[src/rtl/pipe_hazard_ctrl.sv]
// Stall/flush controller for the 5-stage pipeline: load-use bubbles, branch flushes,
// memory-busy freeze, and saturating stall/flush event counters. State moves on negedge clk.
module pipe_hazard_ctrl #(
    parameter int STALL_CYCLES = 1,
    parameter int CNT_W        = 16,
    parameter bit IGNORE_R0    = 1'b1
) (
    input  logic             clk,
    input  logic             rst_n,
    input  logic [2:0]       id_rs,
    input  logic [2:0]       id_rt,
    input  logic             id_uses_rt,
    input  logic             ex_mem_read,
    input  logic [2:0]       ex_rt,
    input  logic             mem_branch_taken,
    input  logic             mem_busy,
    output logic             pc_en,
    output logic             if_id_en,
    output logic             id_ex_en,
    output logic             ex_mem_en,
    output logic             id_ex_bubble,
    output logic             if_id_flush,
    output logic             ex_mem_flush,
    output logic [CNT_W-1:0] stall_count,
    output logic [CNT_W-1:0] flush_count
);

    typedef enum logic {
        RUN,
        LOAD_STALL
    } state_t;

    localparam logic [2:0] SCNT_INIT = 3'(STALL_CYCLES - 1);

    state_t     state;
    logic [2:0] scnt;
    logic       hazard;
    logic       stall_now;

    function automatic logic [CNT_W-1:0] sat_inc(input logic [CNT_W-1:0] v);
        return (&v) ? v : v + CNT_W'(1);
    endfunction

    assign hazard = ex_mem_read
                    && ((ex_rt == id_rs) || (id_uses_rt && (ex_rt == id_rt)))
                    && !(IGNORE_R0 && (ex_rt == 3'd0));

    // While in LOAD_STALL the owed bubbles are issued regardless of the current hazard.
    assign stall_now = (state == LOAD_STALL) || hazard;

    always_comb begin
        pc_en        = 1'b1;
        if_id_en     = 1'b1;
        id_ex_en     = 1'b1;
        ex_mem_en    = 1'b1;
        id_ex_bubble = 1'b0;
        if_id_flush  = 1'b0;
        ex_mem_flush = 1'b0;
        if (!rst_n) begin
            pc_en = 1'b1;
        end else if (mem_busy) begin
            pc_en     = 1'b0;
            if_id_en  = 1'b0;
            id_ex_en  = 1'b0;
            ex_mem_en = 1'b0;
        end else if (mem_branch_taken) begin
            id_ex_bubble = 1'b1;
            if_id_flush  = 1'b1;
            ex_mem_flush = 1'b1;
        end else if (stall_now) begin
            pc_en        = 1'b0;
            if_id_en     = 1'b0;
            id_ex_bubble = 1'b1;
        end
    end

    // mem_busy freezes everything, so a stall is stretched rather than shortened.
    always_ff @(negedge clk or negedge rst_n) begin
        if (!rst_n) begin
            state       <= RUN;
            scnt        <= 3'd0;
            stall_count <= '0;
            flush_count <= '0;
        end else if (mem_busy) begin
            state <= state;
        end else if (mem_branch_taken) begin
            state       <= RUN;
            scnt        <= 3'd0;
            flush_count <= sat_inc(flush_count);
        end else if (state == LOAD_STALL) begin
            stall_count <= sat_inc(stall_count);
            if (scnt == 3'd1) begin
                state <= RUN;
                scnt  <= 3'd0;
            end else begin
                scnt <= scnt - 3'd1;
            end
        end else if (hazard) begin
            stall_count <= sat_inc(stall_count);
            if (STALL_CYCLES > 1) begin
                state <= LOAD_STALL;
                scnt  <= SCNT_INIT;
            end
        end
    end

endmodule

[config.mk]
export PLATFORM = sky130hd
export DESIGN_NAME = pipe_hazard_ctrl
export DESIGN_NICKNAME = d
export VERILOG_FILES = /design/src/rtl/pipe_hazard_ctrl.sv
export SDC_FILE = /design/constraint.sdc
export NUM_CORES = 1
export LEC_CHECK = 0
export CORE_UTILIZATION = 35
export DETAILED_ROUTE_END_ITERATION = 8
export GPL_ROUTABILITY_DRIVEN = 1
export RECOVER_POWER = 25
export SKIP_LAST_GASP = 1
export SLEW_MARGIN = 20
export SYNTH_ARGS = -nofsm -noshare
export SYNTH_HDL_FRONTEND = slang
export SYNTH_SLANG_ARGS = --single-unit
[constraint.sdc]
create_clock -name clk -period 2.66 [get_ports clk]
set_input_delay 0.532 -clock clk [delete_from_list [all_inputs] [get_ports clk]]
set_output_delay 0.532 -clock clk [all_outputs]
set_load 0.02 [all_outputs]
==> results.md, run 1 <==
- Cells after synthesis: 185
- Endpoint of the worst register-to-register path: stall_count[15]
- Distinct cells, synth: 37
- RSZ-0062 raised after global routing: yes
- Vias in the first global route: 1717
- Setup ws final: -0.461 ns
- Gate power share: 0.400
- PwrDens: 520 nW/µm²
- #FFs+latches synth: 36
- CTS buffer count: 5
- Seq/Total Area, Yosys: 0.471
- Flop pwr share: 0.398
- Critical path endpoint category: output pin
- Htree depth: 2
- Die area: 5760 µm²
- Multi-input logic area: 1170 µm²
- Outcome: finished, violations left
- Largest net degree at the start of global routing: 17
- Dpl cells: 347
- Worst-Margin Slew: 0.741 ns
- LEAKAGE: 1.71 nW
- Commonest non-fill, non-tap cells in the layout: buf_4 (62), buf_6 (39), dfrtn_1 (36), xor2_1 (19), nand2_1 (18)
- Syn-to-layout area delta: 74.4%
- Skew-Pair Late Insertion Delay: 0.29 ns
- Clk sink count: 36
- Max-cap violations: 0
- Fraction of layout cells with a size suffix above 1: 0.505
- Final Setup Violations: 51
- Via count: 1773
- CORE AREA: 5170 µm²
- DP Wirelength: 3240 µm
- DRC Markers: 0
- Failing checks: negative setup slack
- Initial antenna violation count: 0
- Grt total ovfl: 0
- CP max FO: 2
- End of the worst hold path: scnt[1]
- Syn Nets: 204
- Gr usage total: 0.175
- Worst-path clk slew: 0.05 ns
- Kind of critical path: flip-flop to output pin
- Rel. slew slack: 0.506
- Routed wire per std cell: 13.2 µm
- Psw: 0.563 mW
- Hold Vio Cnt, Final: 0
- TritonCTS clock tree: done
- Drt first pass iters: 4
- Root Driver: clkbuf_8
- Die Span Y: 75.9 µm
- Die span in x: 75.9 µm
- Switching share of power: 0.325
- Most common cell after layout, fill and taps aside: buf_4
- Worst R2R Start: stall_count[7]
- CTS max path bufs: 2
- Int Pwr: 1.17 mW
- Post-Route WL: 4930 µm
- Crit path DAT: 2.59 ns
- Routability congestion estimate: 0.761
- # fillers: 401
- Starting Density: 0.370
- Routed vias/inst: 4.73
- I/O Buffers: 53
- Setup crit start kind: flip-flop
- Starting DRT DRC Count: 72
- Layout Cells excl Fill: 375
- R2r setup slk: 0.52 ns
- Hold WC Path Type: flip-flop to flip-flop
- Clk_skew: 0.00145 ns
- WP data required: 2.13 ns
- Critical hold path startpoint: scnt[1]
- Clock share of power: 0.202
- Final Max Tran Viols: 0
- Top Ports: 54
- Register area: 901 µm²
- Reg2reg path depth: 9
- First-pass GRT wire length: 8020 µm
- Final nets: 326
- Synth Warn #: 0
- Worst ir drop on vdd: 0.382 mV
- Antenna Nets Post-Route: 0
- Design Power: 1.73 mW
- Syn Area/Cell: 10.3 µm²
- Site row count: 26
- Antenna fix cells: 0
- Syn Std Cell Area: 1910 µm²
- Hold Crit Depth: 2
cell type report:
cell class,instances,area share
well taps,70,0.0263
multi-input cells,139,0.350
inverters,4,0.00450
repair buffers,121,0.328
flip-flops and latches,36,0.270
clock buffers,5,0.0206
synth_stat cells:
| library cell | count | area share |
|---|---|---|
| nand3_2 | 1 | 0.0052 |
| nor3_4 | 1 | 0.0085 |
| nor3_1 | 5 | 0.013 |
| o21ai_0 | 4 | 0.010 |
| and2_1 | 2 | 0.0065 |
| xnor2_1 | 13 | 0.060 |
| ha_1 | 4 | 0.026 |
| o311ai_4 | 1 | 0.014 |
| or2_2 | 1 | 0.0033 |
| nor2b_1 | 3 | 0.0098 |
| buf_4 | 4 | 0.016 |
| a311oi_2 | 1 | 0.0079 |
| nand2_2 | 1 | 0.0033 |
| nand2_1 | 18 | 0.035 |
| buf_6 | 2 | 0.012 |
| dfrtn_1 | 36 | 0.47 |
| o21bai_1 | 1 | 0.0039 |
| o31a_2 | 1 | 0.0052 |
| mux2_2 | 1 | 0.0059 |
| nor3b_1 | 1 | 0.0039 |
| nor2_1 | 19 | 0.037 |
| nand3_1 | 8 | 0.021 |
| mux2_4 | 1 | 0.0079 |
| a21oi_1 | 3 | 0.0079 |
| nor3_2 | 1 | 0.0052 |
| inv_1 | 4 | 0.0079 |
| xor2_1 | 22 | 0.10 |
| and3_1 | 5 | 0.016 |
| and4_1 | 1 | 0.0046 |
| a31oi_1 | 1 | 0.0033 |
| or2_1 | 1 | 0.0033 |
| nor4_2 | 1 | 0.0065 |
| nand4_1 | 12 | 0.039 |
| o21a_1 | 1 | 0.0039 |
| nor4_1 | 1 | 0.0033 |
| nor2_2 | 1 | 0.0033 |
| o31ai_1 | 2 | 0.0079 |
stage by stage:
step	setup WS, ns	utilization	hold WS [ns]	cell area (µm²)	TNS [ns]
finish	-0.461	0.645	0.440	3330	-6.64
global route	-0.537	0.645	0.500	3330	-8.47
CTS	-0.507	0.614	0.442	3180	-6.69
detailed placement	-0.987	0.546	0.442	2830	-35.73
global placement	-0.943	0.546	0.426	2830	-35.08
floorplan	-0.483	-	0.410	1920	-9.63
sequential cells by signal (all words and copies together), names as in the netlist:
| signal | count |
|---|---|
| stall_count | 16 |
| flush_count | 16 |
| state | 1 |
| scnt | 3 |
metal layers:
metal	GRT usage	wire length, µm	vias up
li1	-	-	871
met1	0.230	2220	852
met2	0.283	2440	42
met3	0.0410	202	8
met4	0.0577	68	0
met5	0	0	-
power groups by stage:
stage,sequential [mW],clock (mW),combinational [mW]
2_1_floorplan,0.812,0,0.149
6_report,0.690,0.350,0.694
3_5_place_dp,0.682,0,0.626
3_3_place_gp,0.682,0,0.621
4_1_cts,0.689,0.360,0.676
5_1_grt,0.699,0.382,0.746
critical path, cell delays in order (launching register included):
cell	delay [ns]
dfrtn_1	0.45
a21oi_2	0.05
nor2b_1	0.15
nor3b_2	0.16
buf_4	0.16
what timing repair did:
item	4_1_cts	5_1_grt
hold endpoints to repair	0	0
buffers inserted	8	15
pin swaps	35	24
gates cloned	1	0
gates resized for setup	293	26
hold buffers	0	0
setup endpoints to repair	72	61
cells by family (layout without fill, tap and decap cells):
logic type / after synthesis / after routing / share of synthesized area
xor gates and xnor gates: 35 / 35 / 0.160
adders and majority gates: 4 / 4 / 0.0262
muxes: 2 / 2 / 0.0137
DFF: 36 / 36 / 0.471
and+or+nand+nor: 83 / 83 / 0.229
AOI/OAI and AO/OA: 15 / 15 / 0.0641
buffers and inverters: 10 / 130 / 0.0353
worst max path at each step:
stage | startpoint | endpoint | slack, ns | depth (start not counted)
floorplan | mem_busy | stall_count[1] | -0.48 | 6
global placement | ex_rt[0] | stall_count[13] | -0.94 | 8
detailed placement | ex_rt[1] | stall_count[13] | -0.99 | 8
CTS | state | id_ex_bubble | -0.51 | 4
global route | state | id_ex_bubble | -0.54 | 4
finish | state | id_ex_bubble | -0.46 | 4
No activity file was read; power rests on OpenSTA's default activity.
==> run 2, diff against run 1 <==
Settings changed: ABC_AREA set to 0, CTS_CLUSTER_SIZE set to 28.
==> results of run 2 <==
No change in the layout: final DEF, timing and power equal those of run 1.
==> run 3, diff against run 2 <==
Settings changed: ABC_AREA 0 to 1.
==> results.md, run 3 <==
- Kind of critical path: flip-flop to output pin (unchanged)
- Switching share of power: 0.330 (was 0.325)
- Crit path DAT: 2.58 ns (was 2.59 ns)
- Dpl cells: 491 (was 347)
- Endpoint of the worst register-to-register path: flush_count[9] (was stall_count[15])
- DP Wirelength: 4390 µm (was 3240 µm)
- Gate power share: 0.376 (was 0.400)
- Distinct cells, synth: 30 (was 37)
- Worst-Margin Slew: 0.835 ns (was 0.741 ns)
- Int Pwr: 1.27 mW (was 1.17 mW)
- Crit path buf inv count: 3 (was 1)
- Kind of cell adding the most delay to the critical path: flip-flops (unchanged)
- Largest net degree at the start of global routing: 25 (was 17)
- Psw: 0.624 mW (was 0.563 mW)
- Synth Warn #: 0 (unchanged)
- #FFs+latches synth: 36 (unchanged)
- Post-synth top flop: dfrtn_1 (unchanged)
- Hold WC Path Type: flip-flop to flip-flop (unchanged)
- Commonest cells post-synth: nand2_1 (113), dfrtn_1 (36), inv_1 (34) (was dfrtn_1 (36), xor2_1 (22), nor2_1 (19))
- Fraction of layout cells with a size suffix above 1: 0.330 (was 0.505)
- CTS buffer count: 5 (unchanged)
- PwrDens: 515 nW/µm² (was 520 nW/µm²)
- TritonCTS clock tree: done (unchanged)
- Worst R2R Start: flush_count[0] (was stall_count[7])
- Top-count cell post-synth: nand2_1 (was dfrtn_1)
- Rel. slew slack: 0.443 (was 0.506)
- Starting DRT DRC Count: 60 (was 72)
- Failing checks: design-rule violations, negative setup slack (was negative setup slack)
- Register area: 901 µm² (unchanged)
- Initial antenna violation count: 0 (unchanged)
- Crit-path cells: inv_2 > nand2_4 > buf_12 > a31oi_4 > buf_6 (was a21oi_2 > nor2b_1 > nor3b_2 > buf_4)
- Die area: 7050 µm² (was 5760 µm²)
- Htree depth: 2 (unchanged)
- Syn Area/Cell: 7.34 µm² (was 10.3 µm²)
- Clk_skew: 0.00810 ns (was 0.00145 ns)
- Grt total ovfl: 0 (unchanged)
- Root Driver: clkbuf_8 (unchanged)
- Final nets: 458 (was 326)
- LEAKAGE: 1.87 nW (was 1.71 nW)
- Post-Route WL: 5990 µm (was 4930 µm)
- Synth async-reset ratio: 1.00 (unchanged)
- Number of synthesized flops with an enable pin: 0 (unchanged)
- Site row count: 29 (was 26)
- Gr usage total: 0.182 (was 0.175)
- Final Setup Violations: 51 (unchanged)
- Top Ports: 54 (unchanged)
- I/O Buffers: 53 (unchanged)
- Syn-to-layout area delta: 56.3% (was 74.4%)
- Drt first pass iters: 6 (was 4)
- Skew-Pair Late Insertion Delay: 0.30 ns (was 0.29 ns)
- Reg2reg path depth: 11 (was 9)
- Multi-input logic area: 1310 µm² (was 1170 µm²)
- Seq/Total Area, Yosys: 0.383 (was 0.471)
- Syn Nets: 339 (was 204)
- Critical Path Stages: 5 (was 4)
- Worst-path clk slew: 0.05 ns (about the same)
- Layout Cells excl Fill: 517 (was 375)
- Synth area leader: dfrtn_1 (unchanged)
- Critical path startpoint: state (unchanged)
- Top Registers: flush_count x16, stall_count x16, scnt x3 (unchanged)
- First-pass GRT wire length: 10300 µm (was 8020 µm)
- Most common cell after layout, fill and taps aside: nand2_1 (was buf_4)
- Vias in the first global route: 2367 (was 1717)
- Routability congestion estimate: 0.862 (was 0.761)
- Commonest non-fill, non-tap cells in the layout: nand2_1 (106), buf_4 (62), dfrtn_1 (36), buf_6 (35), inv_1 (31) (was buf_4 (62), buf_6 (39), dfrtn_1 (36), xor2_1 (19), nand2_1 (18))
- Largest stage delay, worst path: 0.36 ns (was 0.45 ns)
- Top-area cell type share of the netlist area: 0.383 (was 0.471)
- RSZ-0062 raised after global routing: yes (unchanged)
- Worst ir drop on vdd: 0.293 mV (was 0.382 mV)
- Post-Place Worst Slack: -0.759 ns (was -0.987 ns)
- R2r setup slk: 0.76 ns (was 0.52 ns)
- Via count: 2399 (was 1773)
- Setup crit start kind: flip-flop (unchanged)
- Starting Density: 0.366 (was 0.370)
- Final Max Tran Viols: 0 (unchanged)
- Top cells by area, synth: dfrtn_1 (38%), nand2_1 (18%), inv_1 (5.4%) (was dfrtn_1 (47%), xor2_1 (10%), xnor2_1 (6.0%))
- DRC Markers: 4 (was 0)
- WP data required: 2.13 ns (about the same)
- Outcome: finished, violations left (unchanged)
- Syn Std Cell Area: 2350 µm² (was 1910 µm²)
- Clock share of power: 0.263 (was 0.202)
- Antenna Nets Post-Route: 0 (unchanged)
- CTS max path bufs: 2 (unchanged)
- Setup ws final: -0.454 ns (was -0.461 ns)
- CP max FO: 4 (was 2)
- Max-cap violations: 0 (unchanged)
- CP max-delay cell: dfrtn_1 (unchanged)
- Clk sink count: 36 (unchanged)
- CP endpoint: pc_en (was id_ex_bubble)
- Die Span Y: 83.9 µm (was 75.9 µm)
- Critical path endpoint category: output pin (unchanged)
- Flop pwr share: 0.361 (was 0.398)
- Die span in x: 83.9 µm (was 75.9 µm)
- CORE AREA: 6420 µm² (was 5170 µm²)
- Hold Vio Cnt, Final: 0 (unchanged)
- Antenna fix cells: 0 (unchanged)
- Cells after synthesis: 320 (was 185)
- # fillers: 589 (was 401)
- Routed vias/inst: 4.64 (was 4.73)
- Routed wire per std cell: 11.6 µm (was 13.2 µm)
run 3: cell types whose count changed in the layout (fill, tap and decap cells not counted), sizes merged, moves of 8 or more:
| cell | previous run | this run |
|---|---|---|
| nand2 | 19 | 118 |
| o21ai | 4 | 12 |
| nand3 | 9 | 17 |
| xor2 | 22 | 12 |
| inv | 4 | 35 |
| nor2 | 20 | 29 |
| dlygate4sd2 | 1 | 11 |
| buf | 111 | 102 |
run 3: power by group through the flow:
stage	clock (mW)	combinational [mW]	sequential (mW)
floorplan	0	0.221	0.794
global placement	0	0.656	0.681
detailed placement	0	0.665	0.683
CTS	0.518	0.702	0.687
global route	0.544	0.786	0.692
finish	0.498	0.712	0.684
run 3: how the worst min path moves through the flow:
stage | depth (start not counted) | slack [ns] | from | to
final | 2 | 0.51 | scnt[2] | scnt[2]
after CTS | 2 | 0.51 | scnt[1] | scnt[1]
after global placement | 3 | 0.50 | scnt[0] | scnt[0]
after detailed placement | 2 | 0.51 | scnt[1] | scnt[1]
after global routing | 2 | 0.53 | scnt[2] | scnt[2]
after floorplan | 2 | 0.47 | scnt[1] | scnt[1]
run 3: cell families (layout without fill, tap and decap cells):
group	Yosys count	in the layout	synth area share
simple gates	193	193	0.373
buf+inv	45	165	0.0868
flops	36	36	0.383
xor+xnor	25	25	0.0932
compound gates	17	17	0.0426
fa+ha+maj	4	4	0.0213
run 3: metal layers:
metal | vias to the layer above | track usage | wire length [µm]
li1 | 1257 | - | -
met1 | 1084 | 0.219 | 2710
met2 | 51 | 0.323 | 2930
met3 | 7 | 0.0495 | 287
met4 | 0 | 0.0439 | 54
met5 | - | 0 | 0
run 3: repair_timing:
| action | 4_1_cts | 5_1_grt |
|---|---|---|
| hold buffers | 0 | 0 |
| endpoints found under the setup margin | 73 | 52 |
| setup buffers | 12 | 5 |
| resized for setup | 244 | 6 |
| pin swaps | 3 | 4 |
| gates cloned | 1 | 0 |
run 3: per-stage QoR:
step / utilization / setup TNS (ns) / cell area, µm² / hold WS (ns) / power [mW]
2_1_floorplan: - / -3.35 / 2380 / 0.467 / 1.01
3_3_place_gp: 0.517 / -28.83 / 3320 / 0.498 / 1.34
3_5_place_dp: 0.517 / -29.63 / 3320 / 0.507 / 1.35
4_1_cts: 0.565 / -8.72 / 3630 / 0.511 / 1.91
5_1_grt: 0.572 / -11.36 / 3670 / 0.535 / 2.02
6_report: 0.572 / -8.44 / 3670 / 0.508 / 1.89
run 3: tightest hold or removal path, cell delays in order, from the launching register on:
cell and delay (ns):
dfrtn_1 0.42, xor2_1 0.07, a21oi_1 0.10
run 3: layout make-up:
type / count / share of cell area
well taps: 77 / 0.0262
clock buffers: 5 / 0.0187
inverters: 35 / 0.0364
flip-flops and latches: 36 / 0.245
clock inverters: 3 / 0.0116
multi-input cells: 239 / 0.356
repair buffers: 122 / 0.306
